==> src/rtl/hr_pkg.sv <==
// Shared types and widths for the heart-rate controller.
//   hr_state_t : sequencer state (IDLE, WAIT_TICK, REQ, EVAL)
//   ADC_W      : ADC sample width
//   PERIOD_W   : width of period / sample counters
package hr_pkg;

  localparam int unsigned ADC_W    = 12;
  localparam int unsigned PERIOD_W = 12;

  typedef enum logic [1:0] {
    StIdle,
    StWaitTick,
    StReq,
    StEval
  } hr_state_t;

endpackage

==> src/rtl/hr_if.sv <==
// ADC conversion handshake.
//   adc_req  : conversion request, held until adc_ack
//   adc_ack  : conversion done, adc_data valid in the same cycle
//   adc_data : sample value
// master = controller side, slave = ADC side.
interface hr_if;

  logic                     adc_req;
  logic                     adc_ack;
  logic [hr_pkg::ADC_W-1:0] adc_data;

  modport master (output adc_req, input adc_ack, input adc_data);
  modport slave  (input adc_req, output adc_ack, output adc_data);

endinterface

==> src/rtl/pulse_fsm.sv <==
// Hysteresis comparator: pulse rises when din > THRESH_HI, falls when din <= THRESH_LO,
// otherwise holds.
//   clk, rst : clock, synchronous active-high reset (comparator low)
//   din      : sample under test
//   pulse    : comparator level for the current din (combinational on din and stored level)
module pulse_fsm import hr_pkg::*; #(
  parameter logic [ADC_W-1:0] THRESH_HI = 12'd2100,
  parameter logic [ADC_W-1:0] THRESH_LO = 12'd2000
) (
  input  logic             clk,
  input  logic             rst,
  input  logic [ADC_W-1:0] din,
  output logic             pulse
);

  logic pulse_q, pulse_d;

  always_comb begin
    pulse_d = pulse_q;
    if (din > THRESH_HI) begin
      pulse_d = 1'b1;
    end else if (din <= THRESH_LO) begin
      pulse_d = 1'b0;
    end
  end

  always_ff @(posedge clk) begin
    if (rst) begin
      pulse_q <= 1'b0;
    end else begin
      pulse_q <= pulse_d;
    end
  end

  // Expose the level for the current din so EVAL sees a freshly captured sample at once.
  assign pulse = pulse_d;

endmodule

==> src/rtl/heartrate_ctrl.sv <==
// Heart-rate controller: paces ADC conversions, detects beats with hysteresis and a
// refractory window, measures beat period in samples and flags loss of signal.
//   clk, rst     : clock, synchronous active-high reset
//   enable       : run sampling and detection
//   adc          : ADC handshake (hr_if.master)
//   beat         : one-cycle strobe per accepted beat (cycle after the crossing adc_ack)
//   period       : samples between the last two accepted beats
//   period_valid : period holds a valid measurement
//   avg_period   : mean of last 4 periods with HR_AVG_EN defined, else equal to period
//   no_signal    : no accepted beat within TIMEOUT samples
//   overrun      : sticky, a tick arrived while a conversion was pending
// Build option: define HR_AVG_EN to build the 4-entry period averager.
module heartrate_ctrl import hr_pkg::*; #(
  parameter int unsigned      SAMPLE_DIV = 100000,
  parameter logic [ADC_W-1:0] THRESH_HI  = 12'd2100,
  parameter logic [ADC_W-1:0] THRESH_LO  = 12'd2000,
  parameter int unsigned      REFRACT    = 250,
  parameter int unsigned      TIMEOUT    = 3000
) (
  input  logic                clk,
  input  logic                rst,
  input  logic                enable,
  hr_if.master                adc,
  output logic                beat,
  output logic [PERIOD_W-1:0] period,
  output logic                period_valid,
  output logic [PERIOD_W-1:0] avg_period,
  output logic                no_signal,
  output logic                overrun
);

  localparam int unsigned DivW = (SAMPLE_DIV > 1) ? $clog2(SAMPLE_DIV) : 1;
  localparam logic [DivW-1:0]     DivLoad = DivW'(SAMPLE_DIV - 1);
  localparam logic [PERIOD_W-1:0] Refract = PERIOD_W'(REFRACT);
  localparam logic [PERIOD_W-1:0] Timeout = PERIOD_W'(TIMEOUT);

  hr_state_t           state_q, state_d;
  logic [DivW-1:0]     div_q, div_d;
  logic [ADC_W-1:0]    sample_q, sample_d;
  logic [PERIOD_W-1:0] cnt_q, cnt_d;
  logic                armed_q, armed_d;
  logic                pulse_last_q, pulse_last_d;
  logic [PERIOD_W-1:0] period_q, period_d;
  logic                pv_q, pv_d;
  logic                nosig_q, nosig_d;
  logic                ovr_q, ovr_d;

  logic                tick;
  logic                pulse;
  logic                cand;
  logic [PERIOD_W-1:0] cnt_inc;

  pulse_fsm #(
    .THRESH_HI (THRESH_HI),
    .THRESH_LO (THRESH_LO)
  ) u_pulse (
    .clk   (clk),
    .rst   (rst),
    .din   (sample_q),
    .pulse (pulse)
  );

  assign tick    = (state_q != StIdle) && (div_q == '0);
  assign cnt_inc = (cnt_q >= Timeout) ? Timeout : cnt_q + 1'b1;
  assign cand    = pulse && !pulse_last_q;

  always_comb begin
    state_d      = state_q;
    div_d        = div_q;
    sample_d     = sample_q;
    cnt_d        = cnt_q;
    armed_d      = armed_q;
    pulse_last_d = pulse_last_q;
    period_d     = period_q;
    pv_d         = pv_q;
    nosig_d      = nosig_q;
    ovr_d        = ovr_q;
    beat         = 1'b0;

    if (state_q != StIdle) begin
      div_d = tick ? DivLoad : div_q - 1'b1;
    end

    unique case (state_q)
      StIdle: begin
        armed_d = 1'b0;
        cnt_d   = '0;
        if (enable) begin
          state_d = StWaitTick;
          div_d   = DivLoad;
        end
      end
      StWaitTick: begin
        if (!enable) begin
          state_d = StIdle;
        end else if (tick) begin
          state_d = StReq;
        end
      end
      StReq: begin
        if (tick) begin
          ovr_d = 1'b1;
        end
        if (adc.adc_ack) begin
          sample_d = adc.adc_data;
          state_d  = StEval;
        end
      end
      StEval: begin
        // A tick landing here is simply skipped; the next one starts a new conversion.
        cnt_d        = cnt_inc;
        pulse_last_d = pulse;
        if (cand && (!armed_q || cnt_inc >= Refract)) begin
          beat    = 1'b1;
          armed_d = 1'b1;
          cnt_d   = '0;
          nosig_d = 1'b0;
          if (armed_q) begin
            period_d = cnt_inc;
            pv_d     = 1'b1;
          end
        end else if (cnt_inc == Timeout) begin
          nosig_d = 1'b1;
          armed_d = 1'b0;
          pv_d    = 1'b0;
        end
        state_d = enable ? StWaitTick : StIdle;
      end
      default: state_d = StIdle;
    endcase
  end

  always_ff @(posedge clk) begin
    if (rst) begin
      state_q      <= StIdle;
      div_q        <= '0;
      sample_q     <= '0;
      cnt_q        <= '0;
      armed_q      <= 1'b0;
      pulse_last_q <= 1'b0;
      period_q     <= '0;
      pv_q         <= 1'b0;
      nosig_q      <= 1'b0;
      ovr_q        <= 1'b0;
    end else begin
      state_q      <= state_d;
      div_q        <= div_d;
      sample_q     <= sample_d;
      cnt_q        <= cnt_d;
      armed_q      <= armed_d;
      pulse_last_q <= pulse_last_d;
      period_q     <= period_d;
      pv_q         <= pv_d;
      nosig_q      <= nosig_d;
      ovr_q        <= ovr_d;
    end
  end

  assign adc.adc_req  = (state_q == StReq);
  assign period       = period_q;
  assign period_valid = pv_q;
  assign no_signal    = nosig_q;
  assign overrun      = ovr_q;

`ifdef HR_AVG_EN
  logic [PERIOD_W-1:0] hist_q [4];
  logic                filled_q;
  logic                hist_push, hist_clr;
  logic [PERIOD_W+1:0] hist_sum;

  // Push exactly when a new period is measured; clear on timeout or while idle.
  assign hist_push = (state_q == StEval) && beat && armed_q;
  assign hist_clr  = (state_q == StIdle) ||
                     ((state_q == StEval) && !beat && (cnt_inc == Timeout));

  always_ff @(posedge clk) begin
    if (rst || hist_clr) begin
      for (int i = 0; i < 4; i++) hist_q[i] <= '0;
      filled_q <= 1'b0;
    end else if (hist_push) begin
      filled_q <= 1'b1;
      if (!filled_q) begin
        for (int i = 0; i < 4; i++) hist_q[i] <= cnt_inc;
      end else begin
        for (int i = 0; i < 3; i++) hist_q[i] <= hist_q[i+1];
        hist_q[3] <= cnt_inc;
      end
    end
  end

  assign hist_sum   = {2'b00, hist_q[0]} + {2'b00, hist_q[1]} +
                      {2'b00, hist_q[2]} + {2'b00, hist_q[3]};
  assign avg_period = hist_sum[PERIOD_W+1:2];
`else
  assign avg_period = period_q;
`endif

endmodule

==> src/flat_wrapper.sv <==
// flat-port wrapper written by rule: the top's interface ports become plain ports
module heartrate_ctrl_flat import hr_pkg::*;
#(
  parameter int unsigned      SAMPLE_DIV = 100000,
  parameter logic [ADC_W-1:0] THRESH_HI  = 12'd2100,
  parameter logic [ADC_W-1:0] THRESH_LO  = 12'd2000,
  parameter int unsigned      REFRACT    = 250,
  parameter int unsigned      TIMEOUT    = 3000
)
  (clk, rst, enable, beat, period, period_valid, avg_period, no_signal, overrun, adc_adc_req, adc_adc_ack, adc_adc_data);
  hr_if adc_i ();
  input  logic clk;
  input  logic rst;
  input  logic enable;
  output logic beat;
  output logic [PERIOD_W-1:0] period;
  output logic period_valid;
  output logic [PERIOD_W-1:0] avg_period;
  output logic no_signal;
  output logic overrun;
  output wire logic [$bits(adc_i.adc_req)-1:0] adc_adc_req;
  input wire logic [$bits(adc_i.adc_ack)-1:0] adc_adc_ack;
  input wire logic [$bits(adc_i.adc_data)-1:0] adc_adc_data;
  assign adc_adc_req = adc_i.adc_req;
  assign adc_i.adc_ack = adc_adc_ack;
  assign adc_i.adc_data = adc_adc_data;
  heartrate_ctrl #(.SAMPLE_DIV(SAMPLE_DIV), .THRESH_HI(THRESH_HI), .THRESH_LO(THRESH_LO), .REFRACT(REFRACT), .TIMEOUT(TIMEOUT)) u_core (.clk(clk), .rst(rst), .enable(enable), .adc(adc_i), .beat(beat), .period(period), .period_valid(period_valid), .avg_period(avg_period), .no_signal(no_signal), .overrun(overrun));
endmodule
==> config.mk <==
export PLATFORM = sky130hd
export DESIGN_NAME = heartrate_ctrl_flat
export DESIGN_NICKNAME = d
export VERILOG_FILES = /design/src/rtl/hr_pkg.sv /design/src/rtl/hr_if.sv /design/src/rtl/pulse_fsm.sv /design/src/rtl/heartrate_ctrl.sv /design/src/flat_wrapper.sv
export SDC_FILE = /design/constraint.sdc
export NUM_CORES = 1
export LEC_CHECK = 0
export ABC_CLOCK_PERIOD_IN_PS = 4240
export CORE_ASPECT_RATIO = 0.75
export CORE_MARGIN = 3
export CORE_UTILIZATION = 50
export CTS_CLUSTER_DIAMETER = 120
export DETAILED_ROUTE_END_ITERATION = 6
export DONT_BUFFER_PORTS = 1
export PLACE_DENSITY = 0.76
export SLEW_MARGIN = 25
export SYNTH_ARGS = -nofsm -noshare
export SYNTH_HDL_FRONTEND = slang
export SYNTH_SLANG_ARGS = --single-unit
==> constraint.sdc <==
create_clock -name clk -period 4.24 [get_ports clk]
set_input_delay 0.424 -clock clk [delete_from_list [all_inputs] [get_ports clk]]
set_output_delay 0.424 -clock clk [all_outputs]
set_load 0.05 [all_outputs]
== After elaboration in Yosys (flattened, before gate mapping) ==
Index checks and enable logic that the tools add are counted.

* Output and inout bits: 29
* Logic and storage cells: 68
* Flip-flop bits (word level): 61
* Bits of input ports: 16
* Memories kept: 0
* Memory bits (writable): 0
* ROM bits: 0
* Bits in latches: 0

* Muxes and demuxes: 24
* Bitwise operators: 0
* Order comparisons: 4
* Reduce and logical (&&, ||, !) cells: 18
* Add/sub/neg operators: 2
* Shift operators: 0
* Div/mod/pow operators: 0
* Equal/unequal tests: 9
* $mul: 0

{| class="wikitable"
|+ Operators by type and width
! kind !! count
|-
| $mux 17 || 4
|-
| $mux 12 || 2
|-
| $pmux 12 s2 || 1
|-
| $logic_not 17->1 || 1
|-
| $sub 17x1->17 const B || 1
|-
| $add 12x1->12 const B || 1
|-
| $eq 12x12->1 const B || 1
|-
| $ge 12x12->1 const B || 1
|-
| $ge 12x8->1 const B || 1
|-
| $gt 12x12->1 const B || 1
|-
| $le 12x11->1 const B || 1
|-
| $mux 1 || 11
|-
| $reduce_and 3->1 || 3
|-
| $mux 2 || 4
|-
| $pmux 2 s4 || 1
|-
| $reduce_and 2->1 || 4
|-
| $reduce_bool 2->1 || 3
|-
| $eq 2x2->1 const B || 2
|-
| $ne 2x1->1 const B || 2
|-
| $logic_and 1x1->1 || 3
|-
| $ne 3x1->1 const B || 1
|-
| $ne 3x2->1 const B || 1
|-
| $eq 2x1->1 const B || 1
|-
| $logic_not 1->1 || 2
|-
| 4 further kinds || 4
|}

== Logic depth before layout (Yosys ltp) ==
* Depth after elaboration: 7
* Mapped depth: 10
* Mapped depth without buffers: 9

== Hierarchy ==
A second synthesis with hierarchy kept.

* Cell total of the unflattened synthesis: 384
* Area total of the unflattened synthesis: 3264.4 um2

{| class="wikitable"
|+ By module, submodules not included
! module !! cells an instance !! area an instance (um2) !! sequential area each (um2) !! instances
|-
| heartrate_ctrl || 366 || 3134.3 || 1201.2 || 1
|-
| pulse_fsm || 18 || 130.1 || 20.0 || 1
|}

== Worst setup path after synthesis ==
No wires, ideal clock.

* Kind: flip-flop to output port
* Start point: register u_core.cnt_q[0]
* End point: output port beat
* Arrival time: 2.394 ns
* Setup slack: 1.422 ns
* Stages on the path, launching flop included: 8
* Data required time: 3.816 ns
* Buffers on the path: 0
* Cell sequence: dfxtp_1 -> ha_1 -> nand3_2 -> xor2_1 -> or3_1 -> nor4_1 -> o21ai_0 -> nor2_1

* Word-level cells in the longest chain between the ends: 7
* Elaborated cells between the ends (all ways): 8
* Classes of those cells: 1 x add/sub; 2 x order compare; 3 x mux; 2 x reduce/logical

{| class="wikitable"
|+ Ends and longest elaborated chain
! what !! line !! RTL
|-
| start: declaration || heartrate_ctrl.sv:40 || <nowiki>logic [PERIOD_W-1:0] cnt_q, cnt_d;</nowiki>
|-
| start signal: assignment || heartrate_ctrl.sv:149 || <nowiki>cnt_q <= cnt_d;</nowiki>
|-
| $add 12x1->12 / $ge 12x12->1 (equally long branches) || heartrate_ctrl.sv:64 || <nowiki>assign cnt_inc = (cnt_q >= Timeout) ? Timeout : cnt_q + 1'b1;</nowiki>
|-
| $mux 12 * || heartrate_ctrl.sv:64 ||
|-
| $ge 12x8->1 * || heartrate_ctrl.sv:113 || <nowiki>if (cand && (!armed_q || cnt_inc >= Refract)) begin</nowiki>
|-
| $logic_or 1x1->1 * || heartrate_ctrl.sv:113 ||
|-
| $logic_and 1x1->1 * || heartrate_ctrl.sv:113 ||
|-
| $mux 1 * || heartrate_ctrl.sv:113 ||
|-
| $mux 1 * || heartrate_ctrl.sv:84 || <nowiki>unique case (state_q)</nowiki>
|-
| end: declaration || flat_wrapper.sv:15 || <nowiki>output logic beat;</nowiki>
|}

Mark *: on every way between the ends. The rest lies on a longest branch, timed or not.

== Final worst setup path ==
Same ends and word-level chain as after synthesis.

==> impl_results.md <==
- Run status: complete, no violations
- Syn_area_per_cell: 8.12 µm²
- GRT Total Usage: approximately a fifth
- Number of routed nets with antenna violations: 0
- Max Root-Sink Buffers: 2
- CP Class: flop to output pin
- # DRC: 0
- Combinational share of power: 8.8%
- Initial Utilization: 52.4%
- Synth async-reset ratio: 0%
- Final hold violations: 0
- Setup TNS: 0 ns
- Switching share of power: approximately a quarter
- Post-cts sizing count: 0
- # hold bufs at CTS: 0
- Port-buffer cells: 0
- Area grow syn2layout: 4.96%
- Number of fill cells: between 500 and 600
- NetSw: 0.315 mW
- Clk_lat worst skew: ~0.34 ns
- DIE AREA: between 7000 and 8000 µm²
- Largest net degree at the start of global routing: 60
- Post-synthesis cell area: approximately 3100 µm²
- Nets@finish: 382
- Sequential share of power: 46.9%
- CP max FO: 8
- WP data required: approximately 3.8 ns
- Clock power share: roughly 44%
- Startpoint types: flop
- Leakage: approximately 1.1 nW
- Cell Area, Placed: 3030 µm²
- Post-synth EDFFs: 0
- Root Buffer: clkbuf_8
- Remaining Overflow, GRT: 0
- CP top delay family: simple AND/OR/NAND/NOR gates
- CP Data Arrival Time: 3.27 ns
- Global-route wire length before repair: around 11 mm
- Clock-pin transition on the worst setup and hold timing paths: roughly 0.070 ns
- Pwr/cell area: approximately 400 nW/µm²
- Drt via density: 5.74
- Commonest cells after routing, fill and taps aside: 61 x dfxtp_1, 52 x nand2_1, 42 x a21oi_1
- Final Cycle Share: slightly below 90%
- Die span in x: ~97 µm
- Max-Cap Viols: 0
- Initial antenna violation count: 0
- Min cycle time layout: about 3.7 ns
- DR iter-0 viols: between 150 and 200
- # H-tree levels: 3
- Peak VDD IR: between 0.15 and 0.2 mV
- Clk_skew: 0.00618 ns
- CTS tree: built
- Most common cell after layout, fill and taps aside: dfxtp_1
- Syn. warnings: 0
- Core ar.: just under 6000 µm²
- Final instance area: 3260 µm²
- Setup bufs post-CTS: 0
- Final RePlAce weighted congestion: 0.874
- ANT cells: 0
- Slew headroom: between 20% and 30%
- DR WL/cell: ~15 µm
- Buf+Inv Stages, Crit Path: 0
- Final slew viol count: 0
- Num rows: 24
- Vias post-DR: roughly 2500
- Footprint of the multi-input gates: around 1700 µm²
- Vias in the first global route: about 2400
- Top_reg_cell synth: dfxtp_1
- Crit-path cells: ha_1 > nand3_2 > xor2_1 > or3_1 > nor4_1 > o21ai_0 > nor2_1
- Final setup violation count: 0
- Cell internal pwr: approximately 0.99 mW
- Total wire length: roughly 6.6 mm
- Die Ht: around 74 µm
- Worst Setup End Kind: output pin
- Max frequency: about 270 MHz
- # IOs: between 40 and 50
- Register area share after synthesis: 39.4%
- DR pass1 iterations: 4
- Post-Synthesis Cells: about 380
- Syn nets: between 400 and 500
- CP max stage delay: 0.82 ns
- CTS buffer count: 9
- Hold/Removal Path Class: input pin to flop
- Post-synthesis cell type count: 53
- Detailed Place HPWL: ~4.5 mm
- Share of layout cells above drive strength 1: under 10%
- Register area: 1220 µm²
- RSZ-0062 raised after global routing: false
- Critical-path top delay cell: nor2_1
- Sink Count: 61
- FF+latch count, synth: between 60 and 70
- Worst Tran Pin Value: approximately 1.1 ns
worst register-to-register path, cell delays in order, from the launching register on:
cell and delay [ns]:
dfxtp_1 0.47, ha_1 0.28, nand3_2 0.18, xor2_1 0.20, or3_1 0.40, nor4_1 0.40
o21ai_0 0.18, nor2_1 0.82, a211o_1 0.23
power groups by stage:
stage	registers [mW]	clock network, mW	logic, mW
2_1_floorplan	0.619	0	0.102
3_3_place_gp	0.622	0	0.109
3_5_place_dp	0.624	0	0.113
4_1_cts	0.611	0.591	0.115
5_1_grt	0.614	0.621	0.130
6_report	0.611	0.576	0.115
area by class of cell:
cell class / instances / area share [%]
well taps: 78 / 3.00
repair buffers: 2 / 0.461
multi-input cells: 274 / 50.9
clock buffers: 10 / 4.23
clock inverters: 6 / 2.65
inverters: 11 / 1.27
flip-flops and latches: 61 / 37.5
cells by family (layout without fill, tap and decap cells):
| family | count (synthesis) | in the layout | share of synthesized area (%) |
|---|---|---|---|
| buffers and inverters | 47 | 29 | 7.42 |
| multiplexers | 5 | 5 | 1.65 |
| XOR/XNOR | 20 | 20 | 5.65 |
| AO/OA/AOI/OAI | 83 | 83 | 17.6 |
| flip-flops | 61 | 61 | 39.4 |
| AND/OR/NAND/NOR | 159 | 159 | 25.5 |
| adder cells (fa/ha/maj) | 7 | 7 | 2.82 |
cell usage after synthesis, types with 4 or more instances:
master | number | area [µm²]
buf_4 | 12 | 90.1
a22oi_1 | 4 | 30.0
or3_1 | 5 | 31.3
nand2b_1 | 4 | 25.0
xnor2_1 | 13 | 114
clkbuf_1 | 14 | 52.6
nor3_1 | 13 | 65.1
a21o_1 | 5 | 37.5
ha_1 | 7 | 87.6
a31oi_1 | 4 | 25.0
nand3_1 | 8 | 40.0
nand3b_1 | 4 | 30.0
xor2_1 | 7 | 61.3
o211ai_1 | 4 | 30.0
o21ai_0 | 6 | 30.0
mux2i_1 | 4 | 40.0
buf_2 | 7 | 35.0
a21oi_1 | 42 | 210
nor2_1 | 41 | 154
nand2_1 | 52 | 195
dfxtp_1 | 61 | 1220
inv_1 | 11 | 41.3
nor4_1 | 5 | 31.3
worst paths after layout:
path,start,end,slack (ns),cells past startpoint
worst max-delay path,u_core.cnt_q[0],beat,0.54,7
worst min-delay path,rst,u_core.avg_period[3],0.15,1
worst max register to register,u_core.cnt_q[0],u_core.armed_q,1.02,8
worst min register to register,u_core.sample_q[11],u_core.sample_q[11],0.46,2
metrics by stage:
step | worst slack (ns) | std cells | hold WS [ns] | util, % | power, mW
floorplan | 1.42 | 382 | 0.436 | - | 0.721
global placement | 1.11 | 426 | 0.448 | 51.2 | 0.731
detailed placement | 0.935 | 426 | 0.452 | 51.2 | 0.737
CTS | 0.533 | 442 | 0.132 | 55.0 | 1.32
global route | 0.306 | 442 | 0.117 | 55.0 | 1.36
finish | 0.541 | 442 | 0.149 | 55.0 | 1.30
sequential cells by signal (all words and copies together) (netlist names), named ones only:
| name | count |
|---|---|
| u_core.sample_q | 12 |
| u_core.no_signal | 1 |
| u_core.period_valid | 1 |
| u_core.pulse_last_q | 1 |
| u_core.div_q | 17 |
| u_core.u_pulse.pulse_q | 1 |
| u_core.cnt_q | 12 |
| u_core.state_q | 1 |
| u_core.avg_period | 12 |
| u_core.armed_q | 1 |
| u_core.overrun | 1 |
routing by layer:
layer,track usage (%),wire length [µm],vias to the layer above
li1,-,-,1265
met1,25.4,3150,1190
met2,29.1,2840,73
met3,7.87,484,10
met4,5.76,99,0
met5,0,0,-
Note: power is estimated with default switching activity, not from simulation.
